--- src/rtl/uart_rx_sampler.sv ---
// ---------------------------------------------------------------------------
// uart_rx_sampler
//
// UART receiver using 16x oversampling. The line is synchronised, a start bit
// is found on a falling edge, and each bit is decided by a 2-of-3 majority
// vote over ticks 7, 8 and 9. Frames are 7 or 8 data bits, LSB first, with
// optional odd/even parity and one stop bit. A received byte is offered to
// the consumer through rx_dout/rx_ready. Parity, framing and overflow errors
// are reported on sticky flags.
//
// Ports
//   clk           system clock, rising edge
//   reset         synchronous, active-high reset
//   baud_en       one-clk 16x oversample tick
//   rx            asynchronous serial line, idle high
//   bit8          1: 8 data bits, 0: 7 data bits (latched at start bit)
//   parity_en     parity bit present (latched at start bit)
//   odd_n_even    1: odd parity, 0: even parity (latched at start bit)
//   read_rx_byte  one-clk pulse, consumer takes rx_dout
//   clear_err     one-clk pulse, clears the sticky error flags
//   rx_dout       received byte (bit 7 is 0 in 7-bit mode)
//   rx_ready      rx_dout holds an unread byte
//   parity_err    sticky parity error
//   framing_err   sticky framing error (stop bit sampled as 0)
//   overflow      sticky overflow (byte dropped, previous one unread)
// ---------------------------------------------------------------------------
module uart_rx_sampler #(
    parameter int OVERSAMPLE = 16
) (
    input  logic       clk,
    input  logic       reset,
    input  logic       baud_en,
    input  logic       rx,
    input  logic       bit8,
    input  logic       parity_en,
    input  logic       odd_n_even,
    input  logic       read_rx_byte,
    input  logic       clear_err,
    output logic [7:0] rx_dout,
    output logic       rx_ready,
    output logic       parity_err,
    output logic       framing_err,
    output logic       overflow
);

    localparam logic [3:0] CNT_LAST = 4'(OVERSAMPLE - 1);
    localparam logic [3:0] CNT_MID  = 4'(OVERSAMPLE / 2 + 1);
    localparam logic [3:0] CNT_S0   = CNT_MID - 4'd2;
    localparam logic [3:0] CNT_S1   = CNT_MID - 4'd1;

    typedef enum logic [2:0] {
        RX_IDLE,
        RX_START,
        RX_DATA,
        RX_PARITY,
        RX_STOP
    } rx_state_t;

    rx_state_t  r_state;
    rx_state_t  w_state_next;

    logic       r_rx_meta;
    logic       r_rx_s;
    logic       r_rx_prev;
    logic [3:0] r_cnt;
    logic       r_samp_a;
    logic       r_samp_b;
    logic [7:0] r_shift;
    logic [2:0] r_bit_idx;
    logic       r_par;
    logic       r_bit8;
    logic       r_par_en;
    logic       r_odd;

    logic [7:0] r_rx_dout;
    logic       r_rx_ready;
    logic       r_parity_err;
    logic       r_framing_err;
    logic       r_overflow;

    logic       w_fall;
    logic       w_tick_mid;
    logic       w_tick_end;
    logic       w_bit;
    logic       w_last_bit;
    logic       w_xfer;
    logic       w_par_set;
    logic       w_frm_set;
    logic       w_drop;
    logic [7:0] w_rx_byte;

    // Two-flop synchroniser plus a delayed copy for edge detection. All reset
    // to 1 so a line held idle never looks like a start bit after reset.
    // NOTE: flops use non-blocking assignments so every register samples pre-edge values.
    always_ff @(posedge clk) begin
        if (reset) begin
            r_rx_meta <= 1'b1;
            r_rx_s    <= 1'b1;
            r_rx_prev <= 1'b1;
        end else begin
            r_rx_meta <= rx;
            r_rx_s    <= r_rx_meta;
            r_rx_prev <= r_rx_s;
        end
    end

    // A held-low line (break) produces no new falling edge, so the receiver
    // cannot re-arm until rx_s has returned to 1.
    assign w_fall     = r_rx_prev & ~r_rx_s;
    assign w_tick_mid = baud_en && (r_cnt == CNT_MID);
    assign w_tick_end = baud_en && (r_cnt == CNT_LAST);
    // Majority of the samples at ticks 7, 8 and the live value at tick 9.
    assign w_bit      = (r_samp_a & r_samp_b) | (r_samp_a & r_rx_s) | (r_samp_b & r_rx_s);
    assign w_last_bit = (r_bit_idx == (r_bit8 ? 3'd7 : 3'd6));
    // In 7-bit mode the byte has only been shifted seven places.
    assign w_rx_byte  = r_bit8 ? r_shift : {1'b0, r_shift[7:1]};
    assign w_drop     = w_xfer && r_rx_ready && !read_rx_byte;

    always_ff @(posedge clk) begin
        if (reset) r_state <= RX_IDLE;
        else       r_state <= w_state_next;
    end

    // NOTE: every output of this block gets a default first, so no path infers a latch.
    always_comb begin
        w_state_next = r_state;
        w_xfer       = 1'b0;
        w_par_set    = 1'b0;
        w_frm_set    = 1'b0;
        unique case (r_state)
            RX_IDLE: begin
                if (w_fall) w_state_next = RX_START;
            end
            RX_START: begin
                if (w_tick_mid && w_bit) w_state_next = RX_IDLE;
                else if (w_tick_end)     w_state_next = RX_DATA;
            end
            RX_DATA: begin
                if (w_tick_end && w_last_bit)
                    w_state_next = r_par_en ? RX_PARITY : RX_STOP;
            end
            RX_PARITY: begin
                if (w_tick_mid && (w_bit != (r_odd ^ r_par))) w_par_set = 1'b1;
                if (w_tick_end) w_state_next = RX_STOP;
            end
            RX_STOP: begin
                // Decided half a bit early so the next start edge is not missed.
                if (w_tick_mid) begin
                    w_xfer       = 1'b1;
                    w_frm_set    = ~w_bit;
                    w_state_next = RX_IDLE;
                end
            end
            default: w_state_next = RX_IDLE;
        endcase
    end

    // Tick counter, samples, shift register and per-frame configuration.
    always_ff @(posedge clk) begin
        if (reset) begin
            r_cnt     <= '0;
            r_samp_a  <= 1'b1;
            r_samp_b  <= 1'b1;
            r_shift   <= '0;
            r_bit_idx <= '0;
            r_par     <= 1'b0;
            r_bit8    <= 1'b0;
            r_par_en  <= 1'b0;
            r_odd     <= 1'b0;
        end else if (r_state == RX_IDLE && w_fall) begin
            r_cnt     <= '0;
            r_shift   <= '0;
            r_bit_idx <= '0;
            r_par     <= 1'b0;
            r_bit8    <= bit8;
            r_par_en  <= parity_en;
            r_odd     <= odd_n_even;
        end else if (baud_en) begin
            r_cnt <= r_cnt + 4'd1;
            if (r_cnt == CNT_S0) r_samp_a <= r_rx_s;
            if (r_cnt == CNT_S1) r_samp_b <= r_rx_s;
            if (r_state == RX_DATA && r_cnt == CNT_MID) begin
                r_shift <= {w_bit, r_shift[7:1]};
                r_par   <= r_par ^ w_bit;
            end
            if (r_state == RX_DATA && r_cnt == CNT_LAST) r_bit_idx <= r_bit_idx + 3'd1;
        end
    end

    // Consumer handshake and sticky flags. A set later in the block overrides
    // an earlier clear, so a new error wins over a coinciding clear_err.
    always_ff @(posedge clk) begin
        if (reset) begin
            r_rx_dout     <= '0;
            r_rx_ready    <= 1'b0;
            r_parity_err  <= 1'b0;
            r_framing_err <= 1'b0;
            r_overflow    <= 1'b0;
        end else begin
            if (w_xfer) begin
                if (!w_drop) begin
                    r_rx_dout  <= w_rx_byte;
                    r_rx_ready <= 1'b1;
                end
            end else if (read_rx_byte) begin
                r_rx_ready <= 1'b0;
            end
            if (clear_err) begin
                r_parity_err  <= 1'b0;
                r_framing_err <= 1'b0;
                r_overflow    <= 1'b0;
            end
            if (w_par_set) r_parity_err  <= 1'b1;
            if (w_frm_set) r_framing_err <= 1'b1;
            if (w_drop)    r_overflow    <= 1'b1;
        end
    end

    assign rx_dout     = r_rx_dout;
    assign rx_ready    = r_rx_ready;
    assign parity_err  = r_parity_err;
    assign framing_err = r_framing_err;
    assign overflow    = r_overflow;

endmodule

--- config.mk ---
export PLATFORM = sky130hd
export DESIGN_NAME = uart_rx_sampler
export DESIGN_NICKNAME = d
export VERILOG_FILES = /design/src/rtl/uart_rx_sampler.sv
export SDC_FILE = /design/constraint.sdc
export NUM_CORES = 1
export LEC_CHECK = 0
export CORE_MARGIN = 8
export CORE_UTILIZATION = 40
export DETAILED_ROUTE_END_ITERATION = 8
export MAX_ROUTING_LAYER = met4
export SYNTH_ARGS = -nofsm -noshare
export SYNTH_HDL_FRONTEND = slang
export SYNTH_SLANG_ARGS = --single-unit
--- constraint.sdc ---
create_clock -name clk -period 4.2 [get_ports clk]
set_input_delay 1.26 -clock clk [delete_from_list [all_inputs] [get_ports clk]]
set_output_delay 1.26 -clock clk [all_outputs]
set_load 0.02 [all_outputs]
== After elaboration in Yosys (flattened, before gate mapping) ==
Index checks and enable logic that the tools add are counted.

* $add $sub $neg: 2
* Eq/ne operators: 16
* Multiplexer cells: 23
* Bitwise operators: 12
* Reduce and logical (&&, ||, !) cells: 24

{| class="wikitable"
|+ Operator list
! kind !! count
|-
| $mux W3 || 7
|-
| $pmux W3 S5 || 1
|-
| $mux W1 || 14
|-
| $eq A4 B4 Y1 const B || 3
|-
| $logic_and A1 B1 Y1 || 10
|-
| $ne A2 B2 Y1 const B || 5
|-
| $mux W8 || 1
|-
| $reduce_and A2 Y1 || 4
|-
| $reduce_bool A2 Y1 || 4
|-
| $eq A3 B2 Y1 const B || 2
|-
| $reduce_and A3 Y1 || 2
|-
| $reduce_and A5 Y1 || 1
|-
| $add A4 B1 Y4 const B || 1
|-
| $and A1 B1 Y1 || 4
|-
| $eq A4 B3 Y1 const B || 1
|-
| $not A1 Y1 || 4
|-
| $add A3 B1 Y3 const B || 1
|-
| $eq A3 B1 Y1 const B || 1
|-
| $eq A3 B3 Y1 || 1
|-
| $eq A3 B3 Y1 const B || 1
|-
| $logic_not A3 Y1 || 1
|-
| $ne A3 B3 Y1 const B || 1
|-
| $or A1 B1 Y1 || 2
|-
| $reduce_or A2 Y1 || 1
|-
| 3 further kinds || 4
|}

* Register bits: 39
* Input bits: 9
* Output and inout bits: 12

== Logic depth before layout (Yosys ltp) ==
Gate-level depths: netlist (run 1).

* Depth after elaboration: 8
* Gate-level depth with buffers: 9

== Worst setup path before layout (run 1) ==
OpenSTA, ideal clock, no wires.

* Path kind: in2reg
* Start: input port baud_en
* End: register r_rx_dout[3], in the netlist rx_dout[3]
* Library setup time: 0.086 ns
* Arrival: 2.309 ns
* Required time: 4.114 ns
* Slack: 1.806 ns
* Cell stages on the path: 8
* Path through: buf_6 -> and4b_1 -> buf_2 -> and4_1 -> buf_4 -> buf_6 -> nor2_1 -> a211oi_1

* Word-level cells in the longest chain between the ends: 7

{| class="wikitable"
|+ RTL lines
! item !! RTL line !! RTL
|-
| start, declared || 32 || <nowiki>input logic baud_en,</nowiki>
|-
| $logic_and A1 B1 Y1 * || 110 || <nowiki>assign w_tick_mid = baud_en && (r_cnt == CNT_MID);</nowiki>
|-
| $mux W1 * || 148 || <nowiki>if (w_tick_mid) begin</nowiki>
|-
| $mux W1 * || 130 || <nowiki>unique case (r_state)</nowiki>
|-
| $logic_and A1 B1 Y1 (2 in a row) || 117 || <nowiki>assign w_drop = w_xfer && r_rx_ready && !read_rx_byte;</nowiki>
|-
| $not A1 Y1 (no source line) || - ||
|-
| $reduce_and A2 Y1 (no source line) * || - ||
|-
| end signal, assigned || 202 || <nowiki>r_rx_dout <= w_rx_byte;</nowiki>
|-
| end, declared || 75 || <nowiki>logic [7:0] r_rx_dout;</nowiki>
|}

Every way passes the cells marked *; elsewhere a longest branch is shown, timed or not.
A chain may end at the register's enable or synchronous reset.

== Worst setup path after layout (run 1) ==
* Start: input port baud_en
* End: register r_rx_dout[5], in the netlist rx_dout[5]

The elaborated chain is that of the path after synthesis.

==> results summary, run 1 <==
Measured along the y axis, the die boundary spans 82.1 um. The total number of vias came out at between 1000 and 1500. The global-route track usage on met1 is 0.143. The required time of the critical path is ~4.4 ns.

The area overhead of the layout relative to synthesis is 15.6%. The clock-pin slew on the worst setup and hold paths came out at 0.08 ns. The proportion of layout cells with a drive suffix above 1 is 0.0644. The least setup slack across all paths after layout came out at ~1.2 ns. The number of antenna violations at the first check in global routing is 0. The average size of a mapped cell came out at around 9.3 um^2. The number of max-slew violations in the final report came out at 0. The max-cap check violation count is 0. The HPWL after detailed placement came out at 2550 um. The CTS buffer count came out at 5.

Of the synthesized area, sequential elements account for 0.447. Setup violations remaining at the end of the flow were counted as 0. The library cell used most frequently in the layout, excluding fill and tap cells, is dfxtp_1.

In this run, synthesis produced a sequential element count of 39. The final critical-path required period is just over 3 ns. The signal arrival time at the worst endpoint is 3.21 ns. The power per unit of standard cell area came out at approximately 370 nW/um^2.

Along the worst path, the maximum fanout reaches 16. The count of mapped cells out of synthesis is around 190. In the routed design, unresolved DRC markers number 0. In this run the count of I/O pins placed on the die edge is 21. STA classifies the critical path startpoint as a primary input. The number of global-route vias before repair is about 1200. The final layout net count is 214.

The CTS tree is built. The first-pass iteration count of the detailed router is 4. The total non-filler cell area in the finished layout is just over 2000 um^2. The critical path endpoint category is a flip-flop. The area of the mapped netlist came out at ~1700 um^2.

The worst clock skew came out at between 0.007 and 0.008 ns. The final cycle utilization of the critical path came out at 0.719. The worst setup path is of the primary input to flip-flop kind.

The total track usage came out at 0.115. In the layout the commonest cells are 39 x dfxtp_1, 23 x nor2_1, 20 x clkdlybuf4s50_1. The final weighted congestion in routability-driven placement is 0.764. The synthesized design spends more area on one cell type than any other, namely dfxtp_1. The worst IR drop on VDD is 156 uV.

The pin count of the biggest net entering global routing is 25. The path class of the tightest hold or removal check is flip-flop to flip-flop. The first global-routing pass estimated roughly 5900 um of wire. The routed via count divided by cell count is around 5.2.

The layer with the highest usage after global routing is met2. The area share of the largest cell type after synthesis is 0.447. The number of warning messages in the yosys log is 0. The flow ran to the end, and the final reports show no timing, DRC or antenna violations. The number of failing hold endpoints at the final stage came out at 0. The number of distinct library cells after synthesis is 35. The routed wirelength normalized by instance count came out at about 14 um. The instance area after placement is 1900 um^2. The initial utilization of the core area, before any placement, comes to 0.407. The setup TNS after final layout is 0 ns. The clock passes through at most 2 buffers. The die boundary width is approximately 82 um. The quantity of hold-fixing buffers added after cts is 0. CTS saw 39 sinks. The number of rows in the core area is 24. In this run the clock root is driven by a clkbuf_8. The synthesized netlist net count is 200. The detailed router's first-iteration violation count is 86. The clock latency at the later pin of the worst-skew pair came out at ~0.29 ns. The routing usage on met2 came out at 0.166. The count of port buffers added during placement is 20. The diode insertion count for antenna repair came out at 0.

The post-CTS setup buffer count came out at 0. The actual slew at the worst max-slew pin is 1.24 ns. The headroom to the max-slew limit is 0.170. Timing analysis after detailed placement gives a worst setup slack of 0.887 ns.

The post-cts repair resize count is 0. For this run the aggregate overflow at the end of global routing stands at 0. The count of nets left with antenna violations after detail routing is 0.

In the global route stage, met3 resource usage came out at 0.0400. The die footprint is between 6000 and 7000 um^2. In the post-synthesis netlist, the biggest area contributors are dfxtp_1 45%, mux2i_1 6.3%, nor2_1 4.9%. The static leakage is between 0.0007 and 0.0008 uW. The H-tree was split into 2 levels.

The routed wire length came out at between 3000 and 4000 um. The utilization after layout is 0.471. The core box area came out at 4290 um^2.

The peak clock frequency supported by timing came out at roughly 330 MHz. Setup repair after global routing left no endpoint under its margin.
-- Yosys cell counts (all sizes together) --
| cell type | count |
|---|---|
| a21oi | 15 |
| nand3 | 15 |
| inv | 4 |
| a221o | 2 |
| xnor2 | 3 |
| nand3b | 2 |
| maj3 | 1 |
| a311o | 1 |
| a41o | 1 |
| or2 | 3 |
| a211oi | 8 |
| xor2 | 6 |
| nor2 | 23 |
| nand2b | 4 |
| dfxtp | 39 |
| clkbuf | 4 |
| and4 | 2 |
| mux2i | 11 |
| or3 | 1 |
| o2111ai | 1 |
| buf | 10 |
| o211ai | 1 |
| and4b | 2 |
| a2bb2oi | 2 |
| a31oi | 1 |
| nand2 | 15 |
| nand4 | 3 |
| ha | 4 |
| nor3b | 2 |
| or3b | 1 |
-- metal layers --
metal	vias to the layer above	share of wire
met5	-	0
li1	682	-
met2	31	0.45
met1	612	0.48
met4	0	0.013
met3	6	0.061
-- flip-flops by register name (all words and copies together), names as in the netlist, 3 cells and up --
register	count
r_cnt	4
r_shift	8
r_bit_idx	3
rx_dout	8
r_state	3
-- stage by stage --
stage	power, uW	cells	hold slack, ns
floorplan	426	187	0.389
CTS	757	254	0.426
global placement	434	246	0.391
finish	749	254	0.422
global route	780	254	0.437
detailed placement	436	246	0.408
-- final cells by class --
| type | instances | area (um^2) |
|---|---|---|
| Clock buffer | 6 | 82.6 |
| Clock inverter | 2 | 35.0 |
| Fill cell | 407 | 2270 |
| Inverter | 4 | 15.0 |
| Multi-Input combinational cell | 130 | 835 |
| Sequential cell | 39 | 781 |
| Tap cell | 52 | 65.1 |
| Timing Repair Buffer | 21 | 208 |
-- cell families after synthesis --
group | share of synthesized area
xor gates and xnor gates | 0.0451
adders and majority gates | 0.0344
and+or+nand+nor | 0.212
buffers and inverters | 0.0759
muxes | 0.0630
DFF | 0.447
AOI/OAI and AO/OA | 0.123
-- critical path: stages --
cell             delay, ns
clkdlybuf4s50_1       0.63
and4b_1               0.23
buf_4                 0.19
and4_1                0.53
nor2_1                0.11
a211oi_1              0.25
-- path summary, 6_finish.rpt --
check,from,endpoint,slack [ns],cells after the start
setup / recovery,baud_en,rx_dout[5],1.18,6
hold / removal,r_rx_meta,r_rx_s,0.42,1
setup reg to reg,r_state[1],r_shift[7],1.94,4
hold reg to reg,r_rx_meta,r_rx_s,0.42,1
-- report_power, final --
part	internal, uW	switching [uW]	total, uW
Clock	192	130	322
Sequential	375	7.85	383
Combinational	20.9	23.2	44.0
Total	588	161	749
No activity file was read; power rests on OpenSTA's default activity.
==> run 2, diff against run 1 <==
clock period = 2.7 ns   (was 4.2 ns; I/O delays follow)
==> run 2 against run 1 <==
Effect of this change: flip-flop and latch count is the same; final cell count is 1.6% higher; worst setup slack got worse by 0.61 ns; worst hold slack got worse by 0.0080 ns; clock power is 15% higher; global-route usage increased by 0.31 points; via count grew 2.6%; sequential power is 56% higher; power is 39% higher; largest power group unchanged.
==> results summary, run 2 (synthesized netlist as in run 1, its figures left out) <==
The flow ran to the end, and the final reports show no timing, DRC or antenna violations. The signal arrival time at the worst endpoint came out at approximately 2.3 ns. The final weighted congestion in routability-driven placement is roughly 0.76. The CTS tree is built.

The max-cap check violation count came out at 0. The starting density of the core is 0.407. The relative contribution of the clock network to total power came out at 0.355. The peak clock frequency supported by timing came out at about 470 MHz.

In this run the critical register-to-register path is launched from r_cnt[1]. The top cell types in the final layout, fill and taps aside, are 39 x dfxtp_1, 23 x nor2_1, 20 x clkdlybuf4s50_1. The worst setup path is captured at a flip-flop. The critical path ends at r_samp_a. The die boundary width came out at between 80 and 90 um. The worst clock skew is about 0.0029 ns. CTS placed an instance of clkbuf_8 at the clock tree root. The number of cells on the worst reg-to-reg path is 7.

The routed wire length is roughly 3600 um. The routed wirelength normalized by instance count came out at approximately 14 um. In this run, CTS created clock tree buffers numbering 5. The headroom to the max-slew limit came out at 0.646. The final layout net count is roughly 220. The die footprint is 6740 um^2.

The final routed DRC violation total is 0. The floorplan step set the die height to between 80 and 90 um. The pin count of the biggest net entering global routing is 18.

Overall power consumption after layout is estimated at approximately 1000 uW. The I/O pin count is 21. The worst IR drop on VDD came out at about 190 uV. The diode insertion count for antenna repair came out at 0.

The clock passes through at most 2 buffers. The number of failing hold endpoints at the final stage came out at 0. The most common library cell in the layout ignoring fill and taps is dfxtp_1. Counting every sink on the clock net gives 39. The total number of vias is between 1000 and 1500. The end of the worst register-to-register path is r_state[0]. In this run the standard cell core region covers 4290 um^2. The number of rows in the core area came out at 24. The routed via count divided by cell count came out at 5.29. The final critical-path required period came out at ~2.1 ns.

Compared with the post-synthesis result, the final layout area differs by 15.2%. The share of total power dissipated in sequential elements is 0.574. Of the total power, the share spent switching nets is 0.232. The count of nets left with antenna violations after detail routing came out at 0.

STA classifies the critical path startpoint as a primary input. The internal power contribution came out at between 700 and 800 uW. The post-cts repair resize count is 0. The setup TNS after final layout came out at 0 ns.

The count of buffers added on input and output ports is 20. The switching component of the power is between 200 and 250 uW. The share of total power dissipated in combinational logic is 0.071. Setup repair after global routing left no endpoint under its margin. The power per unit of standard cell area came out at about 520 nW/um^2.

The total area of sequential cells came out at 781 um^2. The number of global-route vias before repair came to 1261. STA puts the critical path data required time at 2.88 ns. The maximum fanout encountered on the critical timing path came out at 7. The post-CTS setup buffer count came out at 0. The setup slack of the worst register-to-register path came out at roughly 0.98 ns. The actual slew at the worst max-slew pin came out at ~0.53 ns.

In this run the worst setup path begins at baud_en. The min-delay analysis places its worst path in the category flip-flop to flip-flop. The analysis attributes to cell leakage a power of roughly 0.0007 uW. The number of max-slew violations in the final report is 0. For this run, the detailed router's first-pass iteration total came to 4. The clock latency at the later pin of the worst-skew pair is between 0.2 and 0.3 ns. The number of filler cells placed in the layout came out at between 400 and 500.

The number of setup violations in the final report came out at 0. The HPWL after detailed placement is around 2700 um. The proportion of layout cells with a drive suffix above 1 came out at 0.0728. The deepest level of the CTS H-tree is 2.

Hold repair after CTS inserted 0 buffers. The detailed router's first-iteration violation count is 164. The global-route wire length before repair is between 5000 and 6000 um.

The critical path is of the primary input to flip-flop type. For this run the aggregate overflow at the end of global routing stands at 0. The total track usage is 0.118.

The final cycle utilization of the critical path is 0.787. The clock-pin slew on the worst setup and hold paths came out at 0.07 ns. The number of antenna violations at the first check in global routing came out at 0. Summing all multi-input logic gate instances after layout gives ~830 um^2.
## run 2: changes by cell type in the layout (fill, tap and decap cells not counted), sizes merged
cell,before,now
buf,1,5
clkbuf,6,7
bufinv,1,0
## run 2: stage by stage
step	utilization	cell area, um^2	instances	worst slack (ns)	hold slack, ns
floorplan	-	1750	187	0.756	0.389
global placement	0.450	1930	250	0.303	0.390
detailed placement	0.450	1930	250	0.276	0.399
CTS	0.469	2010	258	0.576	0.416
global route	0.469	2010	258	0.444	0.458
finish	0.469	2010	258	0.575	0.414
## run 2: power groups by stage
stage	sequential, uW	combinational, uW	clock (uW)
after floorplan	605	58.3	0
after global placement	609	68.0	0
after detailed placement	610	72.8	0
after CTS	596	73.6	384
after global routing	598	80.4	407
final	597	74.2	370
## run 2: worst min path at each step
stage | slack (ns) | cells past startpoint | startpoint | endpoint
global placement | 0.39 | 1 | r_rx_meta | r_rx_s
CTS | 0.42 | 1 | r_rx_meta | r_rx_s
detailed placement | 0.40 | 1 | r_rx_meta | r_rx_s
finish | 0.41 | 1 | r_rx_meta | r_rx_s
global route | 0.46 | 1 | r_rx_meta | r_rx_s
floorplan | 0.39 | 1 | r_rx_meta | r_rx_s
## run 2: cell type report
class                           instances  share of cell area
Timing Repair Buffer                   25               0.118
Clock inverter                          1             0.00248
Tap cell                               52              0.0323
Multi-Input combinational cell        130               0.414
Clock buffer                            7              0.0379
Inverter                                4             0.00745
Sequential cell                        39               0.388
## run 2: worst max-delay path, cell delays in order
cell,delay [ns]
clkdlybuf4s50_1,0.48
buf_4,0.15
nand2_1,0.08
nor3b_1,0.38
nand2_1,0.10
a221o_1,0.31
## run 2: layer usage
| metal | GRT usage | share of wire | vias to the layer above |
|---|---|---|---|
| met3 | 0.0368 | 0.068 | 6 |
| met4 | 0.0526 | 0.016 | 0 |
| li1 | - | - | 695 |
| met2 | 0.183 | 0.45 | 35 |
| met1 | 0.137 | 0.46 | 630 |
| met5 | - | 0 | - |
